File: config.mk
export PLATFORM = sky130hd
export DESIGN_NAME = flag_cond_unit
export DESIGN_NICKNAME = d
export VERILOG_FILES = /design/src/rtl/flag_cond_unit.sv
export SDC_FILE = /design/constraint.sdc
export NUM_CORES = 1
export LEC_CHECK = 0
export ABC_AREA = 1
export CAP_MARGIN = 20
export CORE_ASPECT_RATIO = 1.2
export CORE_MARGIN = 5
export CORE_UTILIZATION = 37
export CTS_CLUSTER_DIAMETER = 50
export DETAILED_ROUTE_END_ITERATION = 12
export MAX_ROUTING_LAYER = met4
export PLACE_DENSITY = 0.76
export SLEW_MARGIN = 10
export SYNTH_ARGS = -nofsm -noshare
export SYNTH_HDL_FRONTEND = slang
export SYNTH_SLANG_ARGS = --single-unit
File: constraint.sdc
create_clock -name clk -period 1.2 [get_ports clk]
set_clock_uncertainty 0.2 [all_clocks]
set_input_delay 0.3 -clock clk [delete_from_list [all_inputs] [get_ports clk]]
set_output_delay 0.3 -clock clk [all_outputs]
set_load 0.005 [all_outputs]
File: src/rtl/flag_cond_unit.sv
// Flag register plus condition evaluator with a valid/ready handshake.
// Optional 4-deep flag save/restore stack is built when FLAG_COND_STACK_EN is defined.
//
// state | meaning
// IDLE  | waiting for a condition request, cond_ready high
// EVAL  | evaluating latched cond against flags_q
// DONE  | result held on res_true/res_valid until res_ready
module flag_cond_unit (
   input  logic       clk,
   input  logic       rst_n,
   input  logic       Z,
   input  logic       N,
   input  logic       V,
   input  logic       C,
   input  logic       flag_we,
   input  logic [3:0] cond,
   input  logic       cond_valid,
   output logic       cond_ready,
   output logic       res_valid,
   output logic       res_true,
   input  logic       res_ready,
   input  logic       save,
   input  logic       restore,
   output logic       stack_full,
   output logic       stack_empty,
   output logic       err,
   output logic [3:0] flags_q
);

   typedef enum logic [1:0] {
      IDLE = 2'd0,
      EVAL = 2'd1,
      DONE = 2'd2
   } state_t;

   state_t     state, state_nxt;
   logic [3:0] cond_q;

   function automatic logic cond_eval(input logic [3:0] cc, input logic [3:0] f);
      logic fn, fz, fc, fv;
      logic r;
      fn = f[3];
      fz = f[2];
      fc = f[1];
      fv = f[0];
      case (cc)
         4'd0:    r = fz;
         4'd1:    r = !fz;
         4'd2:    r = fc;
         4'd3:    r = !fc;
         4'd4:    r = fn;
         4'd5:    r = !fn;
         4'd6:    r = fv;
         4'd7:    r = !fv;
         4'd8:    r = fc & !fz;
         4'd9:    r = !fc | fz;
         4'd10:   r = (fn == fv);
         4'd11:   r = (fn != fv);
         4'd12:   r = !fz & (fn == fv);
         4'd13:   r = fz | (fn != fv);
         4'd14:   r = 1'b1;
         default: r = 1'b0;
      endcase
      return r;
   endfunction

   always_ff @(posedge clk or negedge rst_n) begin
      if (!rst_n) state <= IDLE;
      else        state <= state_nxt;
   end

   always_comb begin
      state_nxt  = state;
      cond_ready = 1'b0;
      res_valid  = 1'b0;
      case (state)
         IDLE: begin
            cond_ready = 1'b1;
            if (cond_valid) state_nxt = EVAL;
         end
         EVAL: state_nxt = DONE;
         DONE: begin
            res_valid = 1'b1;
            if (res_ready) state_nxt = IDLE;
         end
         default: state_nxt = IDLE;
      endcase
   end

   always_ff @(posedge clk or negedge rst_n) begin
      if (!rst_n)                             cond_q <= 4'd0;
      else if (state == IDLE && cond_valid)   cond_q <= cond;
   end

   // flags_q already reflects any write made at the accepting edge
   always_ff @(posedge clk or negedge rst_n) begin
      if (!rst_n)              res_true <= 1'b0;
      else if (state == EVAL)  res_true <= cond_eval(cond_q, flags_q);
   end

`ifdef FLAG_COND_STACK_EN
   logic [3:0] stack_mem [4];
   logic [2:0] depth;
   logic [1:0] top_idx;
   logic       do_save, do_restore;
   logic       push_ok, push_fail, pop_ok, pop_fail;

   // simultaneous save and restore cancel each other out
   assign do_save    = save & ~restore;
   assign do_restore = restore & ~save;
   assign push_ok    = do_save & (depth != 3'd4);
   assign push_fail  = do_save & (depth == 3'd4);
   assign pop_ok     = do_restore & (depth != 3'd0);
   assign pop_fail   = do_restore & (depth == 3'd0);
   assign top_idx    = depth[1:0] - 2'd1;

   assign stack_full  = (depth == 3'd4);
   assign stack_empty = (depth == 3'd0);

   always_ff @(posedge clk) begin
      if (push_ok) stack_mem[depth[1:0]] <= flags_q;
   end

   always_ff @(posedge clk or negedge rst_n) begin
      if (!rst_n) begin
         flags_q <= 4'd0;
         depth   <= 3'd0;
         err     <= 1'b0;
      end else begin
         if (pop_ok)       flags_q <= stack_mem[top_idx];
         else if (flag_we) flags_q <= {N, Z, C, V};
         if (push_ok)      depth <= depth + 3'd1;
         else if (pop_ok)  depth <= depth - 3'd1;
         if (push_fail | pop_fail) err <= 1'b1;
      end
   end
`else
   logic unused_stack_ops;
   assign unused_stack_ops = save | restore;

   assign stack_full  = 1'b0;
   assign stack_empty = 1'b1;
   assign err         = 1'b0;

   always_ff @(posedge clk or negedge rst_n) begin
      if (!rst_n)       flags_q <= 4'd0;
      else if (flag_we) flags_q <= {N, Z, C, V};
   end
`endif

endmodule

==> metrics.md <==
| Metric | Value |
|---|---|
| Status | finished, violations left |
| Failing checks | setup timing |
| Antenna violations before repair | 0 |
| Vias in the first global route | 648 |
| Sequential fraction of the synthesis area | 42.6% |
| Clk sinks | 11 |
| I/O Buffers | 19 |
| Period minus WS final | 1440 ps |
| Total track usage | 14.0% |
| Clock Power Share | 14.1% |
| Pwr/cell area | 1760 mW/mm^2 |
| Layout Nets | 153 |
| Vias | 723 |
| Final wirelength | 1.67 mm |
| Setup TNS Final | -1380 ps |
| Post-synthesis cell count | 98 |
| Worst setup EP type | primary output |
| Max Cap Viol | 0 |
| Post-Synthesis Mean Instance Area | 6.59 sq um |
| Vias per cell | 4.66 |
| Worst setup SP type | flop |
| Final setup violation count | 8 |
| Yosys reg bits | 11 |
| RD Place Congestion | 0.846 |
| Worst skew pair latency | 270 ps |
| Comb pwr share | 51.2% |
| Fmax | 693 MHz |
| Ys flop type | dfrtp_1 |
| Die H | 55.8 um |
| Die W | 48.1 um |
| Crit-path max FO | 2 |
| H-tree levels | 1 |
| GRT Residual Overflow | 0 |
| Share of cells above drive strength 1 | 32.1% |
| CP Data Required Time | 700 ps |
| Row count | 16 |
| Layout Cells excl Fill | 155 |
| Hold Crit Class | in2async |
| Final Hold Viols | 0 |
| DR DRC count | 0 |
| Fin crit share | 120% |
| Initial Util | 39.3% |
| CP cell instances | inv_1 -> nor2_1 -> buf_2 |
| Synth async-reset ratio | 100% |
| Synth cell types | 11 |
| Crit path max-delay cell type | dfrtp_1 |
| P_int | 1.07 mW |
| Synth top area cells | dfrtp_1 (43%), nand2_1 (21%), nand3_1 (10%) |
| Final Max Slew Viols | 0 |
| P&R area growth vs syn | 60.5% |
| Die Area | 0.00268 sq mm |
| Reg power frac | 34.7% |
| Post-synth top area share | 42.6% |
| Final worst setup slack | -243 ps |
| First-pass GRT wire length | 2.73 mm |
| Most common cell in the netlist | nand2_1 |
| DP Wirelength | 1.25 mm |
| Ports | 25 |
| Post-synth EDFFs | 0 |
| DRT Pass-1 Iters | 4 |
| Post-Syn Area | 646 sq um |
| Max Buffers Root-to-Sink | 2 |
| Root buffer cell | clkbuf_4 |
| Worst path max stage delay | 360 ps |
| Post-synth top area cell | dfrtp_1 |
| Sw Pwr | 0.755 mW |
| DP Cell Count | 146 |
| RSZ-0062 raised after global routing | true |
| # diodes | 0 |
| Routed WL per cell | 10.8 um |
| Util after Layout | 63.1% |
| Core Region | 0.00164 sq mm |
| Worst vdd ir | 1.08 mV |
| Clock transition at the registers of the reported paths | 70 ps |
| Largest net degree at the start of global routing | 12 |
| CTS Buf Count | 3 |
| Critical setup path kind | reg2out |
| Worst path arrival time | 940 ps |
| Ys Warns | 0 |
| Initial DRC Count | 25 |
| Top cells by count, synth | nand2_1 (36), inv_1 (13), nand3_1 (13), dfrtp_1 (11), nor2_1 (9) |
| CTS tree | built |
| Lkg Pwr | 0.552 nW |
| Post-DRT Antenna Nets | 0 |
| Hold buffers post-CTS | 0 |
| Sw Share | 41.3% |
registers in the layout (all words and copies together) (netlist names):
| signal | count |
|---|---|
| cond_q | 4 |
| flags_q | 4 |
| res_true | 1 |
| state | 2 |
cells in the final DEF, fill, tap and decap left out, types with 4 or more instances in the layout:
cell | Yosys | final
nand3_1 | 13 | 12
clkdlybuf4s50_1 | 0 | 12
dfrtp_1 | 11 | 10
nand2_1 | 36 | 30
buf_4 | 3 | 14
buf_6 | 0 | 4
inv_1 | 13 | 11
nor2_1 | 9 | 6
o21ai_0 | 8 | 5
buf_2 | 1 | 6
worst paths after layout:
path                            start         to  slack, ps  cells past startpoint
max                          state[1]  res_valid       -240                      3
min                             rst_n  cond_q[1]        110                      2
max reg2reg                flags_q[3]   res_true       -240                     10
min reg2reg                  res_true   res_true        280                      2
max in group asynchronous       rst_n  cond_q[0]        530                      2
min in group clk             res_true   res_true        280                      2
stage by stage:
step	total power [mW]	instance area (sq um)	hold WS, ps	worst slack (ps)
after global routing	2.01	1040	145	-362
after global placement	1.47	940	265	-311
after floorplan	1.08	649	-196	-68.5
final	1.83	1040	112	-243
after detailed placement	1.50	940	278	-332
after CTS	1.73	982	116	-273
timing repair:
| action | 4_1_cts | 5_1_grt |
|---|---|---|
| setup buffers | 2 | 2 |
| resized for setup | 36 | 18 |
| endpoints found under the setup margin | 9 | 12 |
| gates cloned | 0 | 1 |
| pin swaps | 9 | 5 |
power by group through the flow:
stage | clock network [mW] | logic (mW) | registers (mW)
6_report | 0.258 | 0.935 | 0.634
2_1_floorplan | 0 | 0.494 | 0.587
5_1_grt | 0.285 | 1.07 | 0.658
3_3_place_gp | 0 | 0.851 | 0.619
4_1_cts | 0.259 | 0.853 | 0.620
3_5_place_dp | 0 | 0.874 | 0.630
critical path: cells and delay by family (launching register included):
family	cells	cell delay [ps]
flip-flops	1	360
AND/OR/NAND/NOR	1	120
buffers and inverters	2	190
routing by layer:
metal | track usage [%] | part of all wire, % | vias up
met5 | - | 0 | -
met4 | 6.92 | 2.5 | 0
met3 | 1.94 | 3.5 | 6
met2 | 22.1 | 55 | 17
met1 | 16.5 | 39 | 327
li1 | - | - | 373
cells by family after synthesis:
family,synth area share [%]
compound gates,7.56
buf+inv,12.4
other cells,1.16
flops,42.6
simple gates,36.2
area by class of cell:
type	instances	area, sq um
timing repair buffer	37	305
clock buffer	4	26.3
multi-input combinational	70	337
inverter	14	61.3
sequential	11	277
fill	146	606
tap	18	22.5
timing repair inverter	1	7.51
Power figures use the tool's default switching activity.
